===== config.mk =====
export PLATFORM = sky130hd
export DESIGN_NAME = bus_xfer_seq_flat
export DESIGN_NICKNAME = d
export VERILOG_FILES = /design/src/rtl/bus_xfer_seq_if.sv /design/src/rtl/bus_xfer_seq.sv /design/src/flat_wrapper.sv
export SDC_FILE = /design/constraint.sdc
export NUM_CORES = 1
export LEC_CHECK = 0
export ABC_AREA = 1
export CAP_MARGIN = 20
export CORE_MARGIN = 2
export CORE_UTILIZATION = 53
export CTS_BUF_LIST = sky130_fd_sc_hd__clkbuf_8 sky130_fd_sc_hd__clkbuf_16
export CTS_CLUSTER_DIAMETER = 30
export CTS_CLUSTER_SIZE = 16
export DETAILED_ROUTE_END_ITERATION = 10
export PLACE_DENSITY = 0.93
export SKIP_LAST_GASP = 1
export SYNTH_ARGS = -nofsm -noshare
export SYNTH_HDL_FRONTEND = slang
export SYNTH_SLANG_ARGS = --single-unit

===== constraint.sdc =====
create_clock -name clk -period 3.2 [get_ports clk]
set_input_delay 0.48 -clock clk [delete_from_list [all_inputs] [get_ports clk]]
set_output_delay 0.48 -clock clk [all_outputs]
set_load 0.005 [all_outputs]

===== src/rtl/bus_xfer_seq_if.sv =====
// Handshake and beat-address signals between a transfer requester and bus_xfer_seq.
// The requester side also drives the external acknowledge.
interface bus_xfer_seq_if;
  logic       req;
  logic       wr;
  logic [1:0] xsize;
  logic [2:0] xaddr;
  logic [1:0] mws;
  logic       ack;
  logic       busy;
  logic       start;
  logic [2:0] ba;
  logic [2:0] beat;
  logic       rd;
  logic       done;
  logic       err;

  modport master (
    output req, wr, xsize, xaddr, mws, ack,
    input  busy, start, ba, beat, rd, done, err
  );

  modport slave (
    input  req, wr, xsize, xaddr, mws, ack,
    output busy, start, ba, beat, rd, done, err
  );
endinterface


===== src/rtl/bus_xfer_seq.sv =====
// Splits one 8..64-bit transfer into external bus beats sized by the memory width.
// Optional wait-state watchdog enabled by defining BUS_WDOG_EN.
module bus_xfer_seq (
  input logic           clk,
  input logic           reset,
  bus_xfer_seq_if.slave bus
);

  typedef enum logic [1:0] {StIdle, StIssue, StWait, StDone} state_e;

  state_e     state_q;
  logic       busy_q;
  logic       start_q;
  logic       done_q;
  logic       rd_q;
  logic [1:0] mws_q;
  logic [2:0] ba_q;
  logic [2:0] beat_q;
  logic [2:0] rem_q;

  logic [2:0] first_rem;
  logic [2:0] first_ba;
  logic [2:0] size_mask;
  logic [2:0] step;

  // First beat address is aligned to the transfer size; beats-1 preloads the down-counter.
  always_comb begin
    first_rem = 3'd0;
    if (bus.xsize > bus.mws) begin
      first_rem = 3'((4'd1 << (bus.xsize - bus.mws)) - 4'd1);
    end
    size_mask = 3'((4'd1 << bus.xsize) - 4'd1);
    first_ba  = bus.xaddr & ~size_mask;
    step      = 3'(4'd1 << mws_q);
  end

`ifdef BUS_WDOG_EN
  logic [7:0] wdog_q;
  logic       err_q;
`endif

  always_ff @(posedge clk or posedge reset) begin
    if (reset) begin
      state_q <= StIdle;
      busy_q  <= 1'b0;
      start_q <= 1'b0;
      done_q  <= 1'b0;
      rd_q    <= 1'b0;
      mws_q   <= 2'd0;
      ba_q    <= 3'd0;
      beat_q  <= 3'd0;
      rem_q   <= 3'd0;
`ifdef BUS_WDOG_EN
      wdog_q  <= 8'd0;
      err_q   <= 1'b0;
`endif
    end else begin
      start_q <= 1'b0;
      done_q  <= 1'b0;
`ifdef BUS_WDOG_EN
      err_q   <= 1'b0;
`endif
      case (state_q)
        StIdle: begin
          if (bus.req) begin
            state_q <= StIssue;
            busy_q  <= 1'b1;
            start_q <= 1'b1;
            rd_q    <= ~bus.wr;
            mws_q   <= bus.mws;
            ba_q    <= first_ba;
            beat_q  <= 3'd0;
            rem_q   <= first_rem;
          end
        end
        StIssue: begin
          state_q <= StWait;
`ifdef BUS_WDOG_EN
          wdog_q  <= 8'd0;
`endif
        end
        StWait: begin
          if (bus.ack) begin
            // rem_q, not beat_q, decides the end so 8-beat transfers survive beat wrap.
            if (rem_q == 3'd0) begin
              state_q <= StDone;
              done_q  <= 1'b1;
            end else begin
              state_q <= StIssue;
              start_q <= 1'b1;
              ba_q    <= ba_q + step;
              beat_q  <= beat_q + 3'd1;
              rem_q   <= rem_q - 3'd1;
            end
          end
`ifdef BUS_WDOG_EN
          else if (wdog_q == 8'hff) begin
            state_q <= StDone;
            done_q  <= 1'b1;
            err_q   <= 1'b1;
          end else begin
            wdog_q  <= wdog_q + 8'd1;
          end
`endif
        end
        StDone: begin
          state_q <= StIdle;
          busy_q  <= 1'b0;
          beat_q  <= 3'd0;
        end
        default: begin
          state_q <= StIdle;
          busy_q  <= 1'b0;
        end
      endcase
    end
  end

  assign bus.busy  = busy_q;
  assign bus.start = start_q;
  assign bus.ba    = ba_q;
  assign bus.beat  = beat_q;
  assign bus.rd    = rd_q;
  assign bus.done  = done_q;
`ifdef BUS_WDOG_EN
  assign bus.err   = err_q;
`else
  assign bus.err   = 1'b0;
`endif

endmodule

===== src/flat_wrapper.sv =====
// flat-port wrapper written by rule: the top's interface ports become plain ports
module bus_xfer_seq_flat 
  (clk, reset, bus_req, bus_wr, bus_xsize, bus_xaddr, bus_mws, bus_ack, bus_busy, bus_start, bus_ba, bus_beat, bus_rd, bus_done, bus_err);
  bus_xfer_seq_if bus_i ();
  input logic clk;
  input logic reset;
  input wire logic [$bits(bus_i.req)-1:0] bus_req;
  input wire logic [$bits(bus_i.wr)-1:0] bus_wr;
  input wire logic [$bits(bus_i.xsize)-1:0] bus_xsize;
  input wire logic [$bits(bus_i.xaddr)-1:0] bus_xaddr;
  input wire logic [$bits(bus_i.mws)-1:0] bus_mws;
  input wire logic [$bits(bus_i.ack)-1:0] bus_ack;
  output wire logic [$bits(bus_i.busy)-1:0] bus_busy;
  output wire logic [$bits(bus_i.start)-1:0] bus_start;
  output wire logic [$bits(bus_i.ba)-1:0] bus_ba;
  output wire logic [$bits(bus_i.beat)-1:0] bus_beat;
  output wire logic [$bits(bus_i.rd)-1:0] bus_rd;
  output wire logic [$bits(bus_i.done)-1:0] bus_done;
  output wire logic [$bits(bus_i.err)-1:0] bus_err;
  assign bus_i.req = bus_req;
  assign bus_i.wr = bus_wr;
  assign bus_i.xsize = bus_xsize;
  assign bus_i.xaddr = bus_xaddr;
  assign bus_i.mws = bus_mws;
  assign bus_i.ack = bus_ack;
  assign bus_busy = bus_i.busy;
  assign bus_start = bus_i.start;
  assign bus_ba = bus_i.ba;
  assign bus_beat = bus_i.beat;
  assign bus_rd = bus_i.rd;
  assign bus_done = bus_i.done;
  assign bus_err = bus_i.err;
  bus_xfer_seq u_core (.clk(clk), .reset(reset), .bus(bus_i));
endmodule

==> flow_summary.yaml, run 1 <==
run_status:
  outcome: "completed"
worst_hold_path:
  hold_path.class: "reg2reg"
timing:
  fin_skew_ps: 3.10
  relSlewSlack_pct: 57.2
  finalHoldViolCount: 0
  period_needed_ps: 1890
  post-route-period-util_pct: 59.2
  max_clock_freq_mhz: 528
  worst_slack_ps: 1310
  tightest_slew_ps: 642
  drv_slew: 0
  rsz0062_at_grt: "no"
  setup_viol: 0
  whs_ps: 491
  final.setup.tns_ps: 0
synth:
  avgSynthCellArea_um2: 7.60
  syn_nets: 157
  synth_ff_type: "dfrtp_1"
  yosys.area.top_type: "dfrtp_1"
  yosys_warnings: 0
  synthTopCellsByCount: "nand2_1, inv_1, dfrtp_1"
  synth_top_area_share_pct: 40.9
  synthTopCellsByArea: "dfrtp_1, nand2_1, ha_1"
  synth_seq_cells: 17
  synthArstFlopShare_pct: 100
  syn_area_um2: 1040
  synth.most_common_cell: "nand2_1"
  synth_edf_count: 0
  ys_types: 20
  synth-seq-area-share_pct: 40.9
  postSynthCellCount: 137
setup_path:
  cpMostUsedCell: "nand2_1"
  worst-path-max-fanout: 3
  worstReg2RegEnd: "u_core.bus.ba[2]"
  cp_slowest_stage_delay_ps: 480
  critPathCapture: "u_core.rem_q[1]"
  r2r_setup_slack_ps: 1510
  slowest_stage: "clkdlybuf4s50_1"
  crit_path_start: "bus_xsize[0]"
  cp-start-kind: "input pin"
  path_delay_family: "adder cells"
  worst-setup-path-type: "in2reg"
  arrival_ps: 2100
  r2r_start: "u_core.mws_q[1]"
  critPathCaptureType: "flip-flop"
  required_ps: 3400
  rr_worst_depth: 10
  cp.depth: 9
  critPathBufInv: 2
  path_cells: "clkdlybuf4s50_1, inv_1, ha_1, fa_1, a21oi_1, nand3b_1, nand2_1, nand2_1, nand2_1"
clock_network:
  cts_tree: "yes"
  root_buffer: "clkbuf_8"
  cts_buffers: 3
  clk_pin_slew_ps: 70
  cts_sinks: 17
  cts_setup_buffers: 0
  htreeDepth: 1
  holdBufCountCts: 0
  clk-insertion-delay-late_ps: 260
  ctsLongestPathBuffers: 2
  cts_resized: 0
job:
  cap_violations: 0
final_layout:
  layout.nets: 181
  fin_cells: 187
  syn_to_final_growth_pct: 26.1
  diodes: 0
  drive_gt1_share_pct: 7.50
  fin_util_pct: 69.0
  num-fill-cells: 142
power_and_ir_drop:
  switching_share_pct: 43.1
  power_switching_w: 0.000477
  clkPwrFrac_pct: 14.9
  pwr-share-seq_pct: 33.6
  powerDensity_nw_per_um2: 842
  power_leakage_nw: 0.715
  ir_drop_mv: 0.480
  pwr-share-comb_pct: 51.5
  intPower_w: 0.000629
global_routing:
  grt_start_max_net_pins: 18
  grt_pass1_vias: 885
  antenna_found_initial: 0
  grt_pass1_wl_um: 3950
  grt_util_all_layers_pct: 22.4
  gr-total-overflow: 0
floorplanning:
  dieArea_um2: 2330
  core_area_um2: 1900
  start_util_pct: 54.7
  die_h_um: 48.3
  fp.dieW_um: 48.3
  num_io_pins: 23
  row_count: 16
place:
  dp_cells: 183
  routabilityCongestion: 0.848
  dp_hpwl_um: 1680
  pre_cts_ws_ps: 1060
  port-buffer-count: 21
drt:
  wl_per_cell_um: 11.9
  postRouteAntennaNets: 0
  drc: 0
  drtIter0Drc: 26
  routed_wirelength_um: 2220
  drt-vias-per-instance: 4.99
  first_pass_iters: 4
  vias: 933
-- sequential cells by signal, summed over array words and instances (netlist names) --
register and cells:
u_core.bus.done 1, u_core.bus.rd 1, u_core.bus.ba 3, u_core.bus.beat 3
u_core.state_q 2, u_core.bus.busy 1, u_core.rem_q 3, u_core.bus.start 1
u_core.mws_q 2
-- area by class of cell --
class | instances | area, um2 | share of cell area (%)
flip-flops and latches | 17 | 425 | 32.4
repair buffers | 21 | 210 | 16.0
clock buffers | 3 | 41.3 | 3.15
clock inverters | 1 | 5.00 | 0.381
multi-input cells | 98 | 522 | 39.8
well taps | 27 | 33.8 | 2.57
inverters | 20 | 75.1 | 5.72
-- through the flow --
step	power, W	area (um2)
final	0.00111	1310
after global routing	0.00121	1310
after CTS	0.00111	1310
after detailed placement	0.000937	1270
after global placement	0.000898	1270
after floorplan	0.000745	1040
-- routing by layer --
metal	global-route usage, %	wire length, um	share of wire (%)
met1	26.4	918	41
met2	38.2	1150	52
met5	0	0	0
met4	9.52	65	2.9
met3	6.48	90	4.1
-- worst min path at each step --
stage / from / end / slack, ps / cells after the start
finish: u_core.rem_q[0] / u_core.rem_q[0] / 490 / 2
global route: u_core.bus.busy / u_core.bus.busy / 520 / 2
CTS: u_core.rem_q[0] / u_core.rem_q[0] / 490 / 2
detailed placement: u_core.rem_q[0] / u_core.rem_q[0] / 470 / 2
global placement: u_core.bus.busy / u_core.bus.busy / 460 / 2
floorplan: reset / u_core.bus.ba[0] / 410 / 1
-- kinds of logic (layout without fill, tap and decap cells) --
kind of cell / Yosys count / in the layout / share of synthesized area [%]
other cells: 1 / 1 / 0.360
simple gates: 78 / 78 / 31.6
compound gates: 9 / 9 / 5.41
fa+ha+maj: 8 / 8 / 11.1
buf+inv: 22 / 45 / 9.01
xor+xnor: 2 / 2 / 1.68
flops: 17 / 17 / 40.9
-- worst min-delay path, delay by kind of cell, from the launching register on --
kind / cells / cell delay, ps
simple gates: 2 / 110
flops: 1 / 350
-- cell usage in the layout (no fill, tap or decap) --
master / count
nand2_1: 52
clkdlybuf4s50_1: 21
inv_1: 20
dfrtp_1: 17
nand3_1: 8
nor2_1: 8
o21ai_0: 6
ha_1: 6
nand2_2: 4
clkbuf_8: 3
a21oi_1: 2
nor2_2: 2
xor2_1: 2
fa_1: 2
o21ai_4: 1
nand3b_1: 1
or2_1: 1
or2_2: 1
nand4_1: 1
conb_1: 1
clkinv_2: 1
-- power by group through the flow --
stage / Combinational [W] / Clock (W) / Sequential (W)
floorplan: 0.000379 / 0 / 0.000366
global placement: 0.000530 / 0 / 0.000368
detailed placement: 0.000562 / 0 / 0.000375
CTS: 0.000575 / 0.000165 / 0.000371
global route: 0.000648 / 0.000175 / 0.000385
finish: 0.000569 / 0.000165 / 0.000371
Note: power is estimated with default switching activity, not from simulation.
==> inputs of run 2 (changes only) <==
--- a/config.mk
+++ b/config.mk
@@ -8,12 +8,12 @@
 export ABC_AREA = 1
 export CAP_MARGIN = 20
 export CORE_MARGIN = 2
-export CORE_UTILIZATION = 53
+export CORE_UTILIZATION = 44
 export CTS_BUF_LIST = sky130_fd_sc_hd__clkbuf_8 sky130_fd_sc_hd__clkbuf_16
 export CTS_CLUSTER_DIAMETER = 30
 export CTS_CLUSTER_SIZE = 16
 export DETAILED_ROUTE_END_ITERATION = 10
-export PLACE_DENSITY = 0.93
+export PLACE_DENSITY = 0.84
 export SKIP_LAST_GASP = 1
 export SYNTH_ARGS = -nofsm -noshare
 export SYNTH_HDL_FRONTEND = slang
==> constraint.sdc (replaced) <==
create_clock -name clk -period 1.56 [get_ports clk]
set_input_delay 0.234 -clock clk [delete_from_list [all_inputs] [get_ports clk]]
set_output_delay 0.234 -clock clk [all_outputs]
set_load 0.005 [all_outputs]
==> run 2 against run 1 <==
Effect of this change:
- the run now ends with setup timing left
- clock power up 110%
- sequential share of layout area decreased by 2.0 points
- utilization decreased by 6.4 points
- global-route usage is 2.4 points lower
- clock skew decreased by 1.7 ps
- register-to-register slack got worse by 1500 ps
- critical path type is now reg2reg
==> flow_summary.yaml, run 2 (same netlist as run 1, synthesis figures left out) <==
run_status:
  outcome: "finished with violations"
  failed_checks: "setup timing"
timing:
  setup_viol: 1
  fin_skew_ps: 1.37
  post-route-period-util_pct: 101
  drv_slew: 0
  max_clock_freq_mhz: 634
  period_needed_ps: 1580
  whs_ps: 285
  worst_slack_ps: -16.8
  final.setup.tns_ps: -16.8
  finalHoldViolCount: 0
  rsz0062_at_grt: "yes"
drt:
  first_pass_iters: 4
  drt-vias-per-instance: 4.96
  drtIter0Drc: 31
  routed_wirelength_um: 2390
  met2_length_um: 1240
  drt-met1-wl_um: 965
  drc: 0
  vias: 973
  routed.top_layer: "met4"
  postRouteAntennaNets: 0
  wl_per_cell_um: 12.2
  route.met3.wl_um: 158
power_and_ir_drop:
  clkPwrFrac_pct: 14.2
  power_switching_w: 0.00103
  ir_drop_mv: 1.04
  pwr-share-seq_pct: 31.7
  intPower_w: 0.00136
  power_leakage_nw: 0.766
  switching_share_pct: 43.0
  pwr-share-comb_pct: 54.1
  powerDensity_nw_per_um2: 1710
setup_path:
  critPathBufInv: 2
  path_delay_family: "adder cells"
  cpMostUsedCell: "nand2_1"
  cp-start-kind: "flip-flop"
  worstReg2RegEnd: "u_core.bus.ba[2]"
  critPathCapture: "u_core.bus.ba[2]"
  slowest_stage: "dfrtp_1"
  arrival_ps: 1730
  r2r_start: "u_core.mws_q[1]"
  critPathCaptureType: "flip-flop"
  worst-path-max-fanout: 2
  cp_slowest_stage_delay_ps: 390
  required_ps: 1710
  crit_path_start: "u_core.mws_q[1]"
  worst-setup-path-type: "reg2reg"
  cp.depth: 10
  rr_worst_depth: 10
  path_cells: "nor2_1, ha_1, inv_1, fa_2, inv_1, nand2_1, nand3_2, nand3_2, nand2_1, nand2_1"
  r2r_setup_slack_ps: -20
clock_network:
  cts_tree: "yes"
  ctsLongestPathBuffers: 2
  cts_sinks: 17
  root_buffer: "clkbuf_8"
  clk-insertion-delay-late_ps: 260
  holdBufCountCts: 0
  cts_buffers: 3
  clk_pin_slew_ps: 70
  htreeDepth: 1
final_layout:
  layout_commonest_cell: "nand2_1"
  syn_to_final_growth_pct: 34.3
  diodes: 0
  layout.nets: 189
  drive_gt1_share_pct: 16.7
  most-common-layout-cells: "nand2_1, inv_1, clkdlybuf4s50_1, dfrtp_1, buf_4"
  fin_util_pct: 62.6
  final_area_um2: 1400
floorplanning:
  num_io_pins: 23
  start_util_pct: 46.6
  core_area_um2: 2230
  dieArea_um2: 2770
  row_count: 17
  die_h_um: 52.6
  fp.dieW_um: 52.6
global_routing:
  antenna_found_initial: 0
  gr-total-overflow: 0
  grt_pass1_vias: 927
  grt_start_max_net_pins: 18
  grt_util_all_layers_pct: 20.0
  grt_pass1_wl_um: 3950
place:
  port-buffer-count: 21
  placed_area_um2: 1320
  routabilityCongestion: 0.806
  dp_hpwl_um: 1710
job:
  cap_violations: 0
worst_hold_path:
  hold_path.class: "in2async"
==> run 2: power groups by stage <==
stage	combinational, W	clock [W]	sequential (W)
2_1_floorplan	0.000778	0	0.000750
3_3_place_gp	0.00115	0	0.000751
3_5_place_dp	0.00120	0	0.000763
4_1_cts	0.00124	0.000349	0.000753
5_1_grt	0.00147	0.000364	0.000779
6_report	0.00129	0.000339	0.000759
==> run 2: how the worst min path moves through the flow <==
stage	slack [ps]	endpoint	start
floorplan	160	u_core.bus.ba[0]	reset
global placement	460	u_core.bus.busy	u_core.bus.busy
detailed placement	470	u_core.bus.busy	u_core.bus.busy
CTS	300	u_core.state_q[0]	reset
global route	340	u_core.bus.ba[1]	reset
finish	280	u_core.bus.ba[1]	reset
==> run 2: routing by layer <==
layer  GRT usage [%]  vias up
li1                -      475
met1            23.3      462
met2            33.8       31
met3            6.00        5
met4            8.55        0
met5               0        -
==> run 2: layout make-up <==
type,instances,area [um2]
clock buffers,3,41.3
clock inverters,1,5.00
fillers,194,836
inverters,20,75.1
multi-input cells,98,546
flip-flops and latches,17,425
well taps,28,35.0
repair buffers,29,270
==> run 2: tightest hold or removal path, stage by stage <==
cell             delay, ps
clkdlybuf4s50_1        400
inv_1                   50
buf_4                  230
==> run 2: repair_timing <==
item,4_1_cts,5_1_grt
pin swaps,2,3
gates resized for setup,5,7
setup endpoints to repair,4,3
setup buffers,1,0
==> run 2: through the flow <==
step                worst slack [ps]  std cells  total power (W)
floorplan                       72.8        137          0.00153
global placement                -299        191          0.00190
detailed placement              -400        191          0.00196
CTS                             5.88        196          0.00234
global route                   -95.4        196          0.00261
finish                         -16.8        196          0.00239
